## src/rtl/move_input_ctrl.sv

```systemverilog
// rtl/move_input_ctrl.sv - debounced cursor and move-request front-end for the tic-tac-toe controller
// Five raw buttons are synchronized, debounced and edge-detected before driving the cursor and move FSM.
module move_input_ctrl #(
  parameter int DEBOUNCE_CYCLES = 4,
  parameter int ACK_TIMEOUT     = 8
) (
  input  logic        ph1,
  input  logic        reset,
  input  logic        btnUp,
  input  logic        btnDown,
  input  logic        btnLeft,
  input  logic        btnRight,
  input  logic        btnSelect,
  input  logic [17:0] gBoard,
  input  logic [1:0]  winner,
  output logic        playerWrite,
  output logic [3:0]  playerInput,
  output logic [3:0]  cursor,
  output logic        moveRejected,
  output logic        busy
);

  localparam logic [3:0] DB_LIMIT = 4'(DEBOUNCE_CYCLES);
  localparam logic [7:0] ACK_INIT = 8'(ACK_TIMEOUT);

  // Button bit order: 0 select, 1 up, 2 down, 3 left, 4 right.
  localparam int B_SEL   = 0;
  localparam int B_UP    = 1;
  localparam int B_DOWN  = 2;
  localparam int B_LEFT  = 3;
  localparam int B_RIGHT = 4;

  typedef enum logic [1:0] {
    S_IDLE  = 2'd0,
    S_WRITE = 2'd1,
    S_WAIT  = 2'd2
  } state_t;

  logic [4:0]      raw;
  logic [4:0]      sync1_q, sync1_d;
  logic [4:0]      sync2_q, sync2_d;
  logic [4:0]      level_q, level_d;
  logic [4:0]      level_prev_q, level_prev_d;
  logic [4:0]      rise_q, rise_d;
  logic [4:0][3:0] cnt_q, cnt_d;

  state_t          state_q, state_d;
  logic [3:0]      cursor_q, cursor_d;
  logic [3:0]      pinput_q, pinput_d;
  logic            pwrite_q, pwrite_d;
  logic            reject_q, reject_d;
  logic            busy_q, busy_d;
  logic [7:0]      timer_q, timer_d;

  assign raw = {btnRight, btnLeft, btnDown, btnUp, btnSelect};

  function automatic logic [1:0] cell_at(input logic [17:0] b, input logic [3:0] idx);
    case (idx)
      4'd0:    cell_at = b[1:0];
      4'd1:    cell_at = b[3:2];
      4'd2:    cell_at = b[5:4];
      4'd3:    cell_at = b[7:6];
      4'd4:    cell_at = b[9:8];
      4'd5:    cell_at = b[11:10];
      4'd6:    cell_at = b[13:12];
      4'd7:    cell_at = b[15:14];
      4'd8:    cell_at = b[17:16];
      default: cell_at = 2'b00;
    endcase
  endfunction

  function automatic logic col_first(input logic [3:0] c);
    col_first = (c == 4'd0) || (c == 4'd3) || (c == 4'd6);
  endfunction

  function automatic logic col_last(input logic [3:0] c);
    col_last = (c == 4'd2) || (c == 4'd5) || (c == 4'd8);
  endfunction

  // Debounce: a level flips only after DB_LIMIT consecutive disagreeing samples.
  always_comb begin
    sync1_d      = raw;
    sync2_d      = sync1_q;
    level_d      = level_q;
    level_prev_d = level_q;
    rise_d       = level_q & ~level_prev_q;
    cnt_d        = cnt_q;
    for (int i = 0; i < 5; i++) begin
      if (sync2_q[i] == level_q[i]) begin
        cnt_d[i] = 4'd0;
      end else if (cnt_q[i] + 4'd1 == DB_LIMIT) begin
        level_d[i] = ~level_q[i];
        cnt_d[i]   = 4'd0;
      end else begin
        cnt_d[i] = cnt_q[i] + 4'd1;
      end
    end
  end

  always_comb begin
    state_d  = state_q;
    cursor_d = cursor_q;
    pinput_d = pinput_q;
    pwrite_d = 1'b0;
    reject_d = 1'b0;
    busy_d   = busy_q;
    timer_d  = timer_q;
    case (state_q)
      S_IDLE: begin
        busy_d = 1'b0;
        if (rise_q[B_SEL]) begin
          if ((winner != 2'b00) || (cell_at(gBoard, cursor_q) != 2'b00)) begin
            reject_d = 1'b1;
          end else begin
            pinput_d = cursor_q;
            pwrite_d = 1'b1;
            busy_d   = 1'b1;
            state_d  = S_WRITE;
          end
        end else if (rise_q[B_UP]) begin
          cursor_d = (cursor_q < 4'd3) ? cursor_q + 4'd6 : cursor_q - 4'd3;
        end else if (rise_q[B_DOWN]) begin
          cursor_d = (cursor_q >= 4'd6) ? cursor_q - 4'd6 : cursor_q + 4'd3;
        end else if (rise_q[B_LEFT]) begin
          cursor_d = col_first(cursor_q) ? cursor_q + 4'd2 : cursor_q - 4'd1;
        end else if (rise_q[B_RIGHT]) begin
          cursor_d = col_last(cursor_q) ? cursor_q - 4'd2 : cursor_q + 4'd1;
        end
      end
      S_WRITE: begin
        busy_d  = 1'b1;
        timer_d = ACK_INIT;
        state_d = S_WAIT;
      end
      S_WAIT: begin
        // Exit on the board showing the cell, or when the timer runs out; no retry.
        busy_d  = 1'b1;
        timer_d = timer_q - 8'd1;
        if ((cell_at(gBoard, pinput_q) != 2'b00) || (timer_q <= 8'd1)) begin
          busy_d  = 1'b0;
          state_d = S_IDLE;
        end
      end
      default: begin
        busy_d  = 1'b0;
        state_d = S_IDLE;
      end
    endcase
  end

  always_ff @(posedge ph1 or posedge reset) begin
    if (reset) begin
      sync1_q      <= '0;
      sync2_q      <= '0;
      level_q      <= '0;
      level_prev_q <= '0;
      rise_q       <= '0;
      cnt_q        <= '0;
      state_q      <= S_IDLE;
      cursor_q     <= 4'd4;
      pinput_q     <= 4'd0;
      pwrite_q     <= 1'b0;
      reject_q     <= 1'b0;
      busy_q       <= 1'b0;
      timer_q      <= 8'd0;
    end else begin
      sync1_q      <= sync1_d;
      sync2_q      <= sync2_d;
      level_q      <= level_d;
      level_prev_q <= level_prev_d;
      rise_q       <= rise_d;
      cnt_q        <= cnt_d;
      state_q      <= state_d;
      cursor_q     <= cursor_d;
      pinput_q     <= pinput_d;
      pwrite_q     <= pwrite_d;
      reject_q     <= reject_d;
      busy_q       <= busy_d;
      timer_q      <= timer_d;
    end
  end

  assign playerWrite  = pwrite_q;
  assign playerInput  = pinput_q;
  assign cursor       = cursor_q;
  assign moveRejected = reject_q;
  assign busy         = busy_q;

endmodule

```

## config.mk

```make
export PLATFORM = sky130hd
export DESIGN_NAME = move_input_ctrl
export DESIGN_NICKNAME = d
export VERILOG_FILES = /design/src/rtl/move_input_ctrl.sv
export SDC_FILE = /design/constraint.sdc
export NUM_CORES = 1
export LEC_CHECK = 0
export CAP_MARGIN = 25
export CORE_MARGIN = 10
export CORE_UTILIZATION = 45
export CTS_BUF_LIST = sky130_fd_sc_hd__clkbuf_2 sky130_fd_sc_hd__clkbuf_4 sky130_fd_sc_hd__clkbuf_8
export DETAILED_ROUTE_END_ITERATION = 6
export MAX_ROUTING_LAYER = met4
export PLACE_DENSITY = 0.68
export SKIP_LAST_GASP = 1
export SLEW_MARGIN = 20
export SYNTH_ARGS = -nofsm -noshare
export SYNTH_HDL_FRONTEND = slang
export SYNTH_SLANG_ARGS = --single-unit
```

## constraint.sdc

```tcl
create_clock -name ph1 -period 2.4 [get_ports ph1]
set_input_delay 0.48 -clock ph1 [delete_from_list [all_inputs] [get_ports ph1]]
set_output_delay 0.48 -clock ph1 [all_outputs]
set_load 0.05 [all_outputs]
```

---- After elaboration in Yosys (flattened, before gate mapping) ----
Index checks and enable logic that the tools add are counted.
cells by class
  add/sub/neg operators ................... 14
  $lt $le $gt $ge ......................... 3
  eq/ne operators ......................... 31
  muxes and demuxes ....................... 36
  bitwise gates (word level) .............. 14
  reduce and logical (&&, ||, !) cells .... 22
operators by type and width
  kind                   count
  $mux W4                18
  $eq A4 B3 Y1 const B   13
  $pmux W2 S9            2
  $add A4 B1 Y4 const B  6
  $eq A4 B2 Y1 const B   4
  $pmux W8 S2            1
  $mux W2                6
  $not A1 Y1             12
  $reduce_and A2 Y1      5
  $reduce_and A3 Y1      3
  $add A4 B2 Y4 const B  2
  $eq A4 B1 Y1 const B   2
  $eq A4 B4 Y1 const B   2
  $le A8 B1 Y1 const B   1
  $logic_not A4 Y1       2
  $reduce_bool A2 Y1     4
  $sub A4 B2 Y4 const B  2
  $sub A8 B1 Y8 const B  1
  $mux W1                7
  $logic_or A1 B1 Y1     6
  $ne A2 B2 Y1 const B   3
  $pmux W2 S3            1
  $and A5 B5 Y5          1
  $eq A1 B1 Y1           5
  other kinds (11)       11
word-level totals
  register bits ........................... 66
  bits of input ports ..................... 27
  output and inout port bits .............. 11
  logic and storage cells ................. 141

---- Logic depth before layout (Yosys ltp) ----
  word-level depth ........................ 9
  mapped depth ............................ 10
  gate-level depth less buffers ........... 8

---- Worst setup path before layout ----
Ideal clock, no wire load.
  path kind ............................... reg2reg
  start point ............................. register cursor_q[1] (netlist: cursor[1])
  end point ............................... register pinput_q[0] (netlist: playerInput[0])
  setup time .............................. 125 ps
  arrival time ............................ 2710 ps
  required time ........................... 2275 ps
  slack ................................... -436 ps
  cell stages (with the launch flop) ...... 11
  buffers on the path ..................... 2
  period minus slack after synthesis ...... 2836 ps
  cell sequence ........................... dfrtp_1 -> clkbuf_1 -> inv_1 -> ha_1 -> inv_1 -> o32ai_1 -> a22oi_2 -> a21oi_1 -> or3_1 -> buf_6 -> mux2_4
on the way
  longest elaborated chain between the ends .. 8
  elaborated cells on any way between the ends .. 16
  those cells by class .................... eq/ne (8); mux (3); bitwise (1); reduce/logical (4)
ends and longest elaborated chain
  what                                  line  text
  start, declared                       48    logic [3:0] cursor_q, cursor_d;
  start signal, assigned                174   cursor_q <= cursor_d;
  $eq A4 B4 Y1 (tied with other cells)  58    case (idx)
  $pmux W2 S9 *                         58
  $mux W2 *                             111   if (rise_q[B_SEL]) begin
  $mux W2 *                             108   case (state_q)
  $reduce_bool A2 Y1 *                  112   if ((winner != 2'b00) || (cell_at(gBoard, cursor_q) != 2'b00)) begin
  $logic_or A1 B1 Y1 *                  112
  $not A1 Y1 (no line) *                --
  $reduce_and A3 Y1 (no line) *         --
  end signal, assigned                  175   pinput_q <= pinput_d;
  end, declared                         49    logic [3:0] pinput_q, pinput_d;
Mark *: on every way between the ends. The rest lies on a longest branch, timed or not. The select of a mux whose other input is x is not followed.
A chain may end at the register's enable or synchronous reset.

---- Worst setup path in the final report ----
  start point ............................. register cursor_q[1] (netlist: cursor[1])
  end point ............................... output port cursor[1]
RTL lines
  what           line  text
  end, declared  18    output logic [3:0] cursor,
No word-level cell between the ends.

==> impl_results.md <==
* Power share of the sequential group at 32.4%
* Synthesis-stage register bit count at 66
* Worst Tran Pin Value at 0.542 ns
* Post_cts resized at 0
* Clk_skew at 0.00960 ns
* Final setup fails at 0
* Hold Buf Count CTS at 0
* Drt first pass iters at 4
* Static Leak at 1.93 nW
* Total CTS buffers at 9
* Die Width at 108 um
* Core region area at 7690 um^2
* Worst path required time at 1.92 ns
* Initial antenna violation count at 0
* Post-CTS setup buffer count at 0
* Psw at ~0.0023 W
* EDFF count, synth at 0
* Placed cell count at 474
* Switch share at about two fifths
* Vias in the first global route at 2546
* Port Buffer Count at 37
* Final Cycle Share at 95.8%
* Fraction of layout cells with a size suffix above 1 at 15.7%
* Outcome: completed
* Total negative slack at 0 ns
* Synth Warn # at 0
* Hold Fails Final Rpt at 0
* Max IR drop VDD at just over 0.6 mV
* Worst-skew pair later-pin latency at 0.33 ns
* Clock sinks at 66
* Ys flop type: dfrtp_1
* Mapped Cells at approximately 330
* All-Layer GR Usage at 12.8%
* Post-layout nets at 435
* Sequential standard cell area at ~1700 um^2
* Post-DP HPWL at 5340 um
* Placed Area at 4090 um^2
* Register area share after synthesis at 46.9%
* Cell variety after synth at 60
* Synth async-reset ratio at 100%
* Critical path endpoint category: output port
* Period minus WS final at 2.30 ns
* Top cells by area, synth: dfrtp_1 (46%), ha_1 (8.9%), nor2_1 (3.2%), mux2i_1 (2.8%), xnor2_1 (2.5%)
* Footprint of the multi-input gates at 1750 um^2
* H-tree levels at 3
* Synth-to-Final Area Change at 22.7%
* Top-level I/O count at 38
* 1st-iter DRT viols at 94
* Vias/cell at 5.20
* Post-synthesis average cell area at between 10 and 15 um^2
* Diode count at 0
* Synthesized net count at 384
* Vias at 2546
* CTS clk-pin slew, worst paths at 0.07 ns
* Power Density at 1310 nW/um^2
* Yosys top cell by area: dfrtp_1
* Global-route wire length before repair at 11700 um
* DP Worst Slack at -0.220 ns
* Normalized max-slew margin at 63.7%
* Clock Path Buffers at 2
* Routed wire length per instance at about 14 um
* Global placer's final weighted congestion at 0.888
* Routed Antenna Nets at 0
* Detailed-route DRC error count at 0
* F_max at 435 MHz
* WL final at 6940 um
* Fillers at 690
* Internal at 0.00337 W
* Final slew viol count at 0
* Synthesized cell area at 3520 um^2
* Combinational power share at roughly half
* Post-route cell area at 4320 um^2
* Row count at 32
* Yosys top cell area share at 46.2%
* Largest net degree at the start of global routing at 25
* Root Buffer: clkbuf_8
* Total die area at 11800 um^2
* Max FO, Critical Path at 10
* Startpoint Class: flip-flop
* Hold Crit Class: reg2reg
* Initial core utilization at 45.8%
* Critical path class: reg2out
* Finished Layout Cells at slightly below 500
* WP data arrival at 1.82 ns
* RSZ-0062 raised after global routing: no
* Grt ovf at 0
* Clock power share at 18.4%
* Post-route setup slack at 0.101 ns
* Max-cap violations at 0
* CTS tree: done
* Die H at 108 um
==> path summary, 6_finish.rpt <==
check	from	end	cells after the start	slack, ns
min in group asynchronous	reset	level_prev_d[3]$_DFFE_PP0P_	2	0.49
max in group asynchronous	reset	sync2_q[1]$_DFF_PP0_	3	1.42
worst min-delay path	sync1_q[0]$_DFF_PP0_	sync2_q[0]$_DFF_PP0_	0	0.35
worst min register to register	sync1_q[0]$_DFF_PP0_	sync2_q[0]$_DFF_PP0_	0	0.35
worst max-delay path	cursor[1]$_DFFE_PP0P_	cursor[1]	2	0.10
worst max register to register	cursor[1]$_DFFE_PP0P_	playerInput[2]$_DFFE_PP0P_	8	0.17
==> power groups by stage <==
stage	sequential [W]	combinational, W	clock, W
3_5_place_dp	0.00187	0.00279	0
4_1_cts	0.00185	0.00281	0.00108
6_report	0.00184	0.00279	0.00104
3_3_place_gp	0.00185	0.00275	0
5_1_grt	0.00190	0.00306	0.00114
2_1_floorplan	0.00203	0.00187	0
==> logic make-up (layout without fill, tap and decap cells) <==
group | count (synthesis) | count (layout) | share of synthesized area (%)
compound gates | 65 | 65 | 12.8
xor+xnor | 15 | 15 | 3.73
fa+ha+maj | 25 | 25 | 8.88
buf+inv | 26 | 82 | 3.52
flops | 66 | 66 | 46.9
mux | 24 | 24 | 8.13
simple gates | 111 | 111 | 16.1
==> routing by layer <==
metal | track usage [%] | routed length [um] | part of all wire [%]
met1 | 15.2 | 3190 | 46
met3 | 3.27 | 397 | 5.7
met5 | - | 0 | 0
met4 | 4.80 | 90 | 1.3
met2 | 20.3 | 3260 | 47
==> cell usage after synthesis (all sizes together), types with 2 or more instances <==
library cell  instances
o22ai                 4
and3                  2
a21boi                2
o21ai                17
buf                   5
nor2b                10
clkbuf                6
and2                  4
ha                   25
xnor2                10
nor3                 10
nand3                10
nor3b                 4
a211oi                2
a221oi                2
a21o                  2
o41ai                 2
nand3b                4
nor4                  3
mux2                 12
a21oi                19
dfrtp                65
xor2                  5
mux2i                11
nand2                21
nor2                 30
inv                  14
nand2b                9
==> registers in the layout, indices dropped and copies added (netlist names) <==
name	cells
cnt_q	20
timer_q	8
level_prev_d	5
level_prev_q	5
rise_q	5
sync1_q	5
sync2_q	5
cursor	4
playerInput	4
state_q	2
busy	1
moveRejected	1
playerWrite	1
==> stage by stage <==
stage / utilization, % / total power, W / hold WS, ns
after floorplan: - / 0.00390 / 0.331
after global placement: 53.2 / 0.00460 / 0.332
after detailed placement: 53.2 / 0.00466 / 0.337
after CTS: 56.3 / 0.00573 / 0.353
after global routing: 56.3 / 0.00610 / 0.365
final: 56.3 / 0.00567 / 0.351
==> area by class of cell <==
| class | instances | share of cell area (%) |
|---|---|---|
| clock inverters | 4 | 1.71 |
| repair buffers | 51 | 11.5 |
| flip-flops and latches | 66 | 38.3 |
| inverters | 15 | 1.33 |
| clock buffers | 12 | 3.67 |
| well taps | 102 | 2.95 |
| multi-input cells | 240 | 40.5 |
==> layout by cell type (no fill, tap or decap), types with 2 or more instances in the layout <==
cell,instances
ha_1,24
bufinv_16,2
buf_4,13
nor2b_1,10
mux2_2,6
nand3_1,10
dfrtp_1,63
clkdlybuf4s50_1,36
clkbuf_8,11
inv_2,4
clkinv_2,2
nor4_1,2
buf_12,2
a21oi_2,3
nor3b_1,4
nand2_1,21
mux2i_1,10
nor2_1,30
and2_1,4
o21ai_0,16
mux2_4,4
xor2_1,5
mux2_1,2
nor3_1,10
a211oi_1,2
o22ai_1,4
a21oi_1,16
inv_1,10
nand2b_1,9
nand3b_1,4
a221oi_1,2
and3_1,2
dfrtp_2,2
xnor2_1,10
a21o_1,2
==> critical path, stage by stage (launching register included) <==
cell	delay, ns
dfrtp_2	0.46
buf_4	0.21
clkdlybuf4s50_1	0.82
No activity file was read; power rests on OpenSTA's default activity.
